## src/rtl/add_sequencer_pkg.sv

```systemverilog
// Shared definitions for the multi-word add sequencer: state encoding and
// default datapath geometry.
package add_sequencer_pkg;

    localparam int N_DEF = 8;
    localparam int K_DEF = 4;

    typedef enum logic [1:0] {
        ST_IDLE = 2'b00,
        ST_RUN  = 2'b01,
        ST_DONE = 2'b10
    } state_e;

endpackage

```

## src/rtl/add_sequencer_if.sv

```systemverilog
// Request/result bundle between a requester (master) and the add sequencer (slave).
interface add_sequencer_if
    import add_sequencer_pkg::*;
#(
    parameter int N = N_DEF,
    parameter int K = K_DEF
);

    logic             start;
    logic [N*K-1:0]   A;
    logic [N*K-1:0]   B;
    logic             Cin;
    logic             busy;
    logic             done;
    logic [N*K-1:0]   S;
    logic             Cout;

    modport master (output start, A, B, Cin, input busy, done, S, Cout);
    modport slave  (input start, A, B, Cin, output busy, done, S, Cout);

endinterface

```

## src/rtl/nAdder.sv

```systemverilog
// Plain N-bit ripple adder with carry in/out; the single shared datapath element.
module nAdder #(
    parameter int N = 8
) (
    input  logic [N-1:0] a,
    input  logic [N-1:0] b,
    input  logic         cin,
    output logic [N-1:0] sum,
    output logic         cout
);

    assign {cout, sum} = {1'b0, a} + {1'b0, b} + {{N{1'b0}}, cin};

endmodule

```

## src/rtl/add_sequencer.sv

```systemverilog
// Multi-word adder: computes {Cout,S} = A + B + Cin one N-bit word per cycle
// through a single shared nAdder, least significant word first.
module add_sequencer
    import add_sequencer_pkg::*;
#(
    parameter int N = N_DEF,
    parameter int K = K_DEF
) (
    input  logic            clk,
    input  logic            rst,
    add_sequencer_if.slave  bus
);

    localparam int            IW   = (K > 1) ? $clog2(K) : 1;
    localparam logic [IW-1:0] LAST = IW'(K - 1);

    state_e                state_q;
    logic                  busy_q, done_q;
    logic [IW-1:0]         idx_q;
    logic                  cy_q;
    logic [K-1:0][N-1:0]   a_q, b_q, s_q;
    logic                  cout_q;

    logic [N-1:0]          wa_d, wb_d, sum_d;
    logic                  co_d;

    // Word select by comparison keeps the mux legal for any K, including 1.
    always_comb begin
        wa_d = '0;
        wb_d = '0;
        for (int k = 0; k < K; k++) begin
            if (idx_q == IW'(k)) begin
                wa_d = a_q[k];
                wb_d = b_q[k];
            end
        end
    end

    nAdder #(.N(N)) u_add (
        .a    (wa_d),
        .b    (wb_d),
        .cin  (cy_q),
        .sum  (sum_d),
        .cout (co_d)
    );

    always_ff @(posedge clk or posedge rst) begin
        if (rst) begin
            state_q <= ST_IDLE;
            busy_q  <= 1'b0;
            done_q  <= 1'b0;
            idx_q   <= '0;
            cy_q    <= 1'b0;
            a_q     <= '0;
            b_q     <= '0;
            s_q     <= '0;
            cout_q  <= 1'b0;
        end else begin
            case (state_q)
                ST_IDLE: begin
                    if (bus.start) begin
                        a_q     <= bus.A;
                        b_q     <= bus.B;
                        cy_q    <= bus.Cin;
                        idx_q   <= '0;
                        state_q <= ST_RUN;
                        busy_q  <= 1'b1;
                    end
                end
                ST_RUN: begin
                    for (int k = 0; k < K; k++) begin
                        if (idx_q == IW'(k)) s_q[k] <= sum_d;
                    end
                    cy_q <= co_d;
                    // idx parks on the last word rather than wrapping.
                    if (idx_q == LAST) begin
                        cout_q  <= co_d;
                        state_q <= ST_DONE;
                        busy_q  <= 1'b0;
                        done_q  <= 1'b1;
                    end else begin
                        idx_q <= idx_q + IW'(1);
                    end
                end
                ST_DONE: begin
                    state_q <= ST_IDLE;
                    done_q  <= 1'b0;
                end
                default: begin
                    state_q <= ST_IDLE;
                    busy_q  <= 1'b0;
                    done_q  <= 1'b0;
                end
            endcase
        end
    end

    assign bus.busy = busy_q;
    assign bus.done = done_q;
    assign bus.S    = s_q;
    assign bus.Cout = cout_q;

endmodule

```

## src/flat_wrapper.sv

```systemverilog
// flat-port wrapper written by rule: the top's interface ports become plain ports
module add_sequencer_flat import add_sequencer_pkg::*;
#(
    parameter int N = N_DEF,
    parameter int K = K_DEF
)
  (clk, rst, bus_start, bus_A, bus_B, bus_Cin, bus_busy, bus_done, bus_S, bus_Cout);
  add_sequencer_if #(.N(N), .K(K)) bus_i ();
  input  logic clk;
  input  logic rst;
  input wire logic [$bits(bus_i.start)-1:0] bus_start;
  input wire logic [$bits(bus_i.A)-1:0] bus_A;
  input wire logic [$bits(bus_i.B)-1:0] bus_B;
  input wire logic [$bits(bus_i.Cin)-1:0] bus_Cin;
  output wire logic [$bits(bus_i.busy)-1:0] bus_busy;
  output wire logic [$bits(bus_i.done)-1:0] bus_done;
  output wire logic [$bits(bus_i.S)-1:0] bus_S;
  output wire logic [$bits(bus_i.Cout)-1:0] bus_Cout;
  assign bus_i.start = bus_start;
  assign bus_i.A = bus_A;
  assign bus_i.B = bus_B;
  assign bus_i.Cin = bus_Cin;
  assign bus_busy = bus_i.busy;
  assign bus_done = bus_i.done;
  assign bus_S = bus_i.S;
  assign bus_Cout = bus_i.Cout;
  add_sequencer #(.N(N), .K(K)) u_core (.clk(clk), .rst(rst), .bus(bus_i));
endmodule
```

## config.mk

```make
export PLATFORM = sky130hd
export DESIGN_NAME = add_sequencer_flat
export DESIGN_NICKNAME = d
export VERILOG_FILES = /design/src/rtl/add_sequencer_pkg.sv /design/src/rtl/add_sequencer_if.sv /design/src/rtl/nAdder.sv /design/src/rtl/add_sequencer.sv /design/src/flat_wrapper.sv
export SDC_FILE = /design/constraint.sdc
export NUM_CORES = 1
export LEC_CHECK = 0
export ABC_AREA = 1
export ABC_CLOCK_PERIOD_IN_PS = 4400
export BUFFER_PORTS_ARGS = -buffer_cell sky130_fd_sc_hd__clkbuf_2
export CAP_MARGIN = 20
export CORE_UTILIZATION = 57
export CTS_BUF_LIST = sky130_fd_sc_hd__clkbuf_4 sky130_fd_sc_hd__clkbuf_8
export DETAILED_ROUTE_END_ITERATION = 10
export PLACE_DENSITY = 0.84
export SKIP_CTS_REPAIR_TIMING = 1
export SLEW_MARGIN = 20
export SYNTH_ARGS = -nofsm -noshare
export SYNTH_HDL_FRONTEND = slang
export SYNTH_SLANG_ARGS = --single-unit
export TNS_END_PERCENT = 1
```

## constraint.sdc

```tcl
create_clock -name clk -period 4.4 [get_ports clk]
set_clock_uncertainty 0.2 [all_clocks]
set_input_delay 0.22 -clock clk [delete_from_list [all_inputs] [get_ports clk]]
set_output_delay 0.22 -clock clk [all_outputs]
set_load 0.05 [all_outputs]
```

==> metrics, run 1 <==
total negative slack 0 ns; sequential-to-total area share from yosys stat 52.8%; Area Overhead vs Synth 27.6%; Yosys reg bits 104; Distinct cells, synth 29; ys flop type dfrtp_1; port bufs 102; vias in the first global route 3777; Final #Nets 752; antenna violations before repair 0; routed vias/inst 5.42; fin. max-slew vios 0; worst-margin pin slew 1.07 ns; Worst EP arrival 4.00 ns; DRC 0; endpoint class of the critical path flip-flop; cts bufs inserted 9; Worst Path Max Fanout 15; Die H 95.0 µm; status finished, final reports clean; total iterations of the first detailed-routing run 5; Yosys top cell area share 52.8%; Critical Path Source Type flip-flop; Mapped Nets 592; CTS tree done; Fmax 0.257 GHz; largest area contributor in the netlist dfrtp_1; Synth area leaders dfrtp_1 (53%), nand2_1 (8.8%), mux2_2 (5.7%), a21oi_1 (5.2%), mux2_4 (4.6%); Post-synth EDFFs 0; H-tree Lvls 3; post-route ant nets 0; Synth async-reset ratio 100%; Worst EP required 4.51 ns; critical path launch point u_core.idx_q[1]$_DFFE_PP0P_; first-pass GRT wire length 17800 µm; WL/cell 16.1 µm; fin crit period 3.89 ns; core footprint 8300 µm²; post-route setup slack 0.507 ns; Slew Limit Headroom 28.6%; largest net degree at the start of global routing 94; Setup CP Type flip-flop to flip-flop; syn_area_per_cell 9.65 µm²; Fin. Hold Viols 0; Detail Placement HPWL 7950 µm; RePlAce Congestion 0.902; Iter 0 DRT Violations 345; synth warn 0; Sink Count 104; Final setup viols 0; Starting Density 59.4%; diode count 0; FP Rows 33; most numerous cell in the Yosys netlist nand2_1; Clock Path Buffers 2; Reg-to-Reg Start u_core.idx_q[1]$_DFFE_PP0P_; Die ar. 9030 µm²; io pins 103; synthesized instance count 511; clock-pin slew on the worst setup and hold paths 0.10 ns; RSZ-0062 raised after global routing false; DP Worst Slack 0.640 ns; total wire length 12500 µm; Clock Latency Late Sink 0.37 ns; final worst-path cycle share 88.5%; share of cells above drive strength 1 26.1%; root cell of the clock tree clkbuf_8; Max Cap Viol 0; routed via count 4224; gr ovfl total 0; most frequent cells after synthesis nand2_1 (116), dfrtp_1 (104), a21oi_1 (51); Post-Syn Area 4930 µm²; Hold Crit Class input port to async pin; chip width 95.0 µm; GR Util All Layers 26.4%
==> flip-flops by register name, indices dropped and copies added, names as in the netlist <==
name,cells
u_core.a_q,32
u_core.b_q,32
u_core.bus.S,32
u_core.idx_q,2
u_core.state_q,2
u_core.bus.Cout,1
u_core.bus.busy,1
u_core.bus.done,1
u_core.cy_q,1
==> worst max-delay path, cell delays in order (launching register included) <==
cell	delay (ns)
dfrtp_1	0.39
inv_1	0.09
ha_1	0.32
inv_1	0.46
nand2_2	0.25
nor2_1	0.16
a21oi_1	0.05
o21ai_0	0.15
o21ai_0	0.15
fa_1	0.46
fa_1	0.43
inv_1	0.09
nand3_1	0.08
nand3_1	0.09
xor2_1	0.31
nand2_1	0.09
nand2_1	0.06
==> cell type report <==
cell class | instances | area [µm²]
flip-flops and latches | 104 | 2600
fillers | 559 | 2010
inverters | 53 | 201
well taps | 105 | 131
clock buffers | 10 | 131
clock inverters | 5 | 42.5
multi-input cells | 333 | 2000
repair buffers | 170 | 1190
==> layer usage <==
metal / up-vias / part of all wire (%) / global-route usage (%)
met5: - / 0 / 0
met4: 0 / 3.1 / 10.4
met3: 34 / 6.1 / 5.26
met2: 190 / 51 / 42.7
met1: 2014 / 40 / 35.0
li1: 1986 / - / -
==> layout by cell type, fill, tap and decap left out, types with 2 or more instances in the layout <==
master and count:
a21oi_1 51, a22oi_1 6, buf_4 2, clkbuf_2 102
clkbuf_8 9, clkinvlp_4 3, dfrtp_1 104, dlygate4sd3_1 66
fa_1 2, ha_1 11, inv_1 45, inv_2 7
mux2_2 25, mux2_4 15, nand2_1 116, nand2_2 2
nand3_1 27, nor2_1 33, nor2_4 3, o211ai_1 3
o21ai_0 19, o21ai_1 5, o22ai_1 6, xnor2_1 2
==> worst paths after layout <==
path	end	slack (ns)	depth (start not counted)
max	u_core.bus.S[20]$_DFFE_PP0P_	0.51	16
min	u_core.a_q[19]$_DFFE_PP0P_	0.27	3
max reg2reg	u_core.bus.S[20]$_DFFE_PP0P_	0.51	16
min reg2reg	u_core.bus.S[26]$_DFFE_PP0P_	0.29	2
max in group asynchronous	u_core.b_q[16]$_DFFE_PP0P_	2.67	4
min in group clk	u_core.bus.S[26]$_DFFE_PP0P_	0.29	2
==> cells by family after synthesis <==
| kind of cell | count (synthesis) | share of synthesized area [%] |
|---|---|---|
| buffers and inverters | 74 | 6.85 |
| XOR/XNOR | 3 | 0.533 |
| AND/OR/NAND/NOR | 186 | 16.0 |
| AO/OA/AOI/OAI | 91 | 9.92 |
| flip-flops | 104 | 52.8 |
| adder cells (fa/ha/maj) | 13 | 3.60 |
| multiplexers | 40 | 10.3 |
==> per-stage QoR <==
step | hold slack [ns] | cell area, µm² | cells | util [%]
6_report | 0.265 | 6290 | 780 | 75.8
2_1_floorplan | 0.169 | 4930 | 511 | -
3_3_place_gp | 0.138 | 5460 | 699 | 65.8
4_1_cts | -0.260 | 5630 | 714 | 67.9
3_5_place_dp | 0.143 | 5460 | 699 | 65.8
5_1_grt | 0.315 | 6290 | 780 | 75.8
Power of run 1 is left out: the tool's default activity adds up to more than one toggle a clock period on the data nets, which glitch-free logic cannot reach.
==> inputs of run 2 (changes only) <==
--- a/config.mk
+++ b/config.mk
@@ -9,10 +9,12 @@
 export ABC_CLOCK_PERIOD_IN_PS = 4400
 export BUFFER_PORTS_ARGS = -buffer_cell sky130_fd_sc_hd__clkbuf_2
 export CAP_MARGIN = 20
-export CORE_UTILIZATION = 57
+export CELL_PAD_IN_SITES_DETAIL_PLACEMENT = 0
+export CELL_PAD_IN_SITES_GLOBAL_PLACEMENT = 1
+export CORE_UTILIZATION = 43
 export CTS_BUF_LIST = sky130_fd_sc_hd__clkbuf_4 sky130_fd_sc_hd__clkbuf_8
 export DETAILED_ROUTE_END_ITERATION = 10
-export PLACE_DENSITY = 0.84
+export PLACE_DENSITY = 0.83
 export SKIP_CTS_REPAIR_TIMING = 1
 export SLEW_MARGIN = 20
 export SYNTH_ARGS = -nofsm -noshare
==> run 2 against run 1 <==
Sequential cell count unchanged; core utilization down 18 points; wire length is 1.8% lower; design area is 0.89% higher.
==> metrics, run 2 (synthesized netlist as in run 1, its figures left out) <==
Fmax 0.283 GHz; Final setup viols 0; Die ar. 11900 µm²; DP Worst Slack 0.913 ns; antenna violations before repair 0; Critical Path Source Type flip-flop; chip width 109 µm; Min-Delay Path Depth 2; fin crit period 3.53 ns; endpoint class of the critical path flip-flop; total iterations of the first detailed-routing run 4; total wire length 12300 µm; share of cells above drive strength 1 26.3%; largest net degree at the start of global routing 66; io pins 103; area of the multi-input gates 2000 µm²; final core occ 57.8%; gr ovfl total 0; DRC 0; H-tree Lvls 3; Max Cap Viol 0; RSZ-0062 raised after global routing false; Crit path depth 14; Hold Crit Class flip-flop to flip-flop; Worst EP arrival 3.66 ns; WL/cell 15.1 µm; Worst path top cell family by delay adder cells; Slew Limit Headroom 47.4%; cts bufs inserted 9; total negative slack 0 ns; routed via count 4081; GR Util All Layers 20.4%; most common cell after layout, fill and taps aside nand2_1; diode count 0; Final #Nets 753; final worst-path cycle share 80.2%; Clock Path Buffers 2; routed vias/inst 5.00; port bufs 102; R2R cell count 14; Fin. Hold Viols 0; Bufs and invs on worst path 3; most frequent cells in the layout nand2_1 (116), dfrtp_1 (104), clkbuf_2 (102); post-route ant nets 0; status finished, final reports clean; root cell of the clock tree clkbuf_8; first-pass GRT wire length 18200 µm; Starting Density 44.9%; Iter 0 DRT Violations 241; core footprint 11000 µm²; Area Overhead vs Synth 28.8%; Worst Path Max Fanout 19; CTS tree done; Clock Latency Late Sink 0.39 ns; Sink Count 104; Post-Place Cells 735; Worst EP required 4.53 ns; final non-filler cell total 817; slowest stage cell, crit path inv_1; post-route setup slack 0.870 ns; fin. max-slew vios 0; FILL cells 934; Die H 109 µm; critical path cell sequence inv_1 -> ha_1 -> inv_1 -> o21ai_0 -> nand2_1 -> o21ai_1 -> fa_1 -> fa_1 -> inv_1 -> nand3_1 -> nand3_1 -> xor2_1 -> nand2_1 -> nand2_1; Crit path largest cell delay 0.45 ns; Seq. cell area 2600 µm²; worst-margin pin slew 0.789 ns; RePlAce Congestion 0.826; FP Rows 38; clock-pin slew on the worst setup and hold paths 0.10 ns; vias in the first global route 3746; Setup CP Type flip-flop to flip-flop; Detail Placement HPWL 8450 µm
-- run 2: through the flow --
stage          instance area [µm²]  hold slack, ns
5_1_grt                       6350           0.309
6_report                      6350           0.293
4_1_cts                       5690          -0.209
2_1_floorplan                 4930           0.169
3_3_place_gp                  5510           0.205
3_5_place_dp                  5510           0.215
-- run 2: worst register-to-register path: stages, from the launching register on --
cell,delay (ns)
dfrtp_1,0.42
inv_1,0.08
ha_1,0.43
inv_1,0.46
o21ai_0,0.17
nand2_1,0.08
o21ai_1,0.10
fa_1,0.42
fa_1,0.43
inv_1,0.09
nand3_1,0.06
nand3_1,0.08
xor2_1,0.28
nand2_1,0.09
nand2_1,0.07
-- run 2: cell type report --
cell class | count | area share, %
clock buffer | 9 | 1.95
clock inverter | 7 | 0.867
inverter | 53 | 3.17
multi-input combinational | 333 | 31.5
sequential | 104 | 41.0
tap | 140 | 2.76
timing repair buffer | 171 | 18.8
-- run 2: worst paths after layout --
check	slack, ns	endpoint	start
min	0.29	u_core.bus.S[23]$_DFFE_PP0P_	u_core.bus.S[23]$_DFFE_PP0P_
max	0.87	u_core.bus.S[12]$_DFFE_PP0P_	u_core.idx_q[0]$_DFFE_PP0P_
min in group asynchronous	0.31	u_core.bus.S[19]$_DFFE_PP0P_	rst
max reg2reg	0.87	u_core.bus.S[12]$_DFFE_PP0P_	u_core.idx_q[0]$_DFFE_PP0P_
max in group asynchronous	2.70	u_core.b_q[23]$_DFFE_PP0P_	rst
min reg2reg	0.29	u_core.bus.S[23]$_DFFE_PP0P_	u_core.bus.S[23]$_DFFE_PP0P_
-- run 2: routing by layer --
layer | part of all wire, % | global-route usage (%)
met1 | 44 | 27.2
met2 | 49 | 32.7
met3 | 5.1 | 5.08
met4 | 1.3 | 5.89
met5 | 0 | 0
Power of run 2 is left out for the same reason.
==> inputs of run 3 (changes only) <==
--- a/config.mk
+++ b/config.mk
@@ -6,15 +6,15 @@
 export NUM_CORES = 1
 export LEC_CHECK = 0
 export ABC_AREA = 1
-export ABC_CLOCK_PERIOD_IN_PS = 4400
+export ABC_CLOCK_PERIOD_IN_PS = 3210
 export BUFFER_PORTS_ARGS = -buffer_cell sky130_fd_sc_hd__clkbuf_2
 export CAP_MARGIN = 20
 export CELL_PAD_IN_SITES_DETAIL_PLACEMENT = 0
 export CELL_PAD_IN_SITES_GLOBAL_PLACEMENT = 1
-export CORE_UTILIZATION = 43
+export CORE_UTILIZATION = 39
 export CTS_BUF_LIST = sky130_fd_sc_hd__clkbuf_4 sky130_fd_sc_hd__clkbuf_8
 export DETAILED_ROUTE_END_ITERATION = 10
-export PLACE_DENSITY = 0.83
+export PLACE_DENSITY = 0.79
 export SKIP_CTS_REPAIR_TIMING = 1
 export SLEW_MARGIN = 20
 export SYNTH_ARGS = -nofsm -noshare
==> constraint.sdc (replaced) <==
create_clock -name clk -period 3.21 [get_ports clk]
set_clock_uncertainty 0.2 [all_clocks]
set_input_delay 0.1605 -clock clk [delete_from_list [all_inputs] [get_ports clk]]
set_output_delay 0.1605 -clock clk [all_outputs]
set_load 0.05 [all_outputs]
==> run 3 against run 2 <==
Core utilization shrank 4.5 points; largest cell class unchanged; register-to-register slack lost 0.61 ns; highest routed layer unchanged; design area grew 2.2%; critical endpoint unchanged; worst setup slack lost 0.61 ns; first-iteration DRC count shrank 12%; count of clock-buffer cells in the layout grew 2; critical path type unchanged; sequential share of layout area shrank 0.88 points.
==> metrics, run 3 (synthesized netlist as in run 1, its figures left out) <==
routed vias/inst 4.80; Fin. Hold Viols 0; most common cell after layout, fill and taps aside nand2_1; Starting Density 40.5%; Final Cell Area 6490 µm²; DRC 0; io pins 103; total wire length 12600 µm; status finished, final reports clean; antenna violations before repair 0; core footprint 12200 µm²; FILL cells 1124; Detail Placement HPWL 8700 µm; Clock Path Buffers 2; first-pass GRT wire length 18900 µm; fin crit period 2.95 ns; Max Cap Viol 0; cts bufs inserted 9; area of the multi-input gates 2020 µm²; Fmax 0.339 GHz; fin. max-slew vios 0; chip width 114 µm; RSZ-0062 raised after global routing false; post-route ant nets 0; RePlAce Congestion 0.838; largest net degree at the start of global routing 85; final worst-path cycle share 92.0%; FP Rows 40; port bufs 102; Hold Crit Class input port to flip-flop; Clock Latency Late Sink 0.38 ns; Worst Path Max Fanout 7; gr ovfl total 0; Iter 0 DRT Violations 213; Sink Count 104; endpoint class of the critical path flip-flop; GR Util All Layers 18.9%; Worst EP required 3.33 ns; total negative slack 0 ns; Area Overhead vs Synth 31.6%; Setup CP Type flip-flop to flip-flop; Final setup viols 0; clock-pin slew on the worst setup and hold paths 0.09 ns; Critical Path Source Type flip-flop; Die ar. 13100 µm²; root cell of the clock tree clkbuf_8; Post-DP Area 5630 µm²; vias in the first global route 3809; Die H 114 µm; share of cells above drive strength 1 27.9%; CTS tree done; Slew Limit Headroom 48.9%; Seq. cell area 2600 µm²; total iterations of the first detailed-routing run 4; worst-margin pin slew 0.767 ns; most frequent cells in the layout nand2_1 (116), dfrtp_1 (104), clkbuf_2 (102); diode count 0; Worst EP arrival 3.08 ns; H-tree Lvls 3; routed via count 4091; WL/cell 14.8 µm; Final #Nets 763
run 3: changes by cell type in the layout (fill, tap and decap cells not counted), sizes merged:
cell      previous run  this run
buf                  3        13
inv                 56        53
clkbuf             111       113
clkinvlp             1         0
run 3: critical path, cell delays in order, from the launching register on:
cell	delay, ns
dfrtp_1	0.40
inv_1	0.09
ha_1	0.20
inv_1	0.11
buf_4	0.16
nand3_1	0.08
nand2_1	0.08
o21ai_0	0.08
nand2_1	0.07
o21ai_1	0.09
fa_2	0.36
fa_2	0.36
inv_1	0.08
nand3_1	0.07
nand3_1	0.12
xor2_2	0.22
nand2_1	0.08
nand2_1	0.06
run 3: metrics by stage:
step / cells / hold WS, ns / utilization (%) / setup WS, ns
final: 853 / 0.175 / 53.4 / 0.256
after global routing: 853 / 0.198 / 53.4 / 0.0365
after CTS: 787 / -0.213 / 47.7 / 0.0814
after detailed placement: 773 / 0.197 / 46.3 / 0.111
after global placement: 773 / 0.194 / 46.3 / 0.257
after floorplan: 511 / 0.109 / - / 0.117
run 3: layout make-up:
| type | instances | area share, % |
|---|---|---|
| repair buffers | 181 | 19.7 |
| clock inverters | 3 | 0.289 |
| multi-input cells | 333 | 31.1 |
| well taps | 168 | 3.24 |
| flip-flops and latches | 104 | 40.1 |
| inverters | 53 | 3.14 |
| clock buffers | 11 | 2.33 |
run 3: final timing paths:
kind | from | slack, ns | cells after the start | to
max | u_core.idx_q[1]$_DFFE_PP0P_ | 0.26 | 17 | u_core.bus.S[12]$_DFFE_PP0P_
min | bus_start | 0.18 | 3 | u_core.bus.busy$_DFFE_PP0P_
max reg2reg | u_core.idx_q[1]$_DFFE_PP0P_ | 0.26 | 17 | u_core.bus.S[12]$_DFFE_PP0P_
min reg2reg | u_core.bus.S[21]$_DFFE_PP0P_ | 0.29 | 2 | u_core.bus.S[21]$_DFFE_PP0P_
max in group asynchronous | rst | 1.75 | 4 | u_core.b_q[3]$_DFFE_PP0P_
min in group asynchronous | rst | 0.28 | 3 | u_core.bus.S[19]$_DFFE_PP0P_
run 3: per-layer routing:
layer	vias up	GRT usage [%]	share of wire (%)
li1	2013	-	-
met1	1930	25.5	44
met2	123	29.1	49
met3	25	4.92	5.0
met4	0	7.53	2.3
met5	-	0	0
Power of run 3 is left out for the same reason.
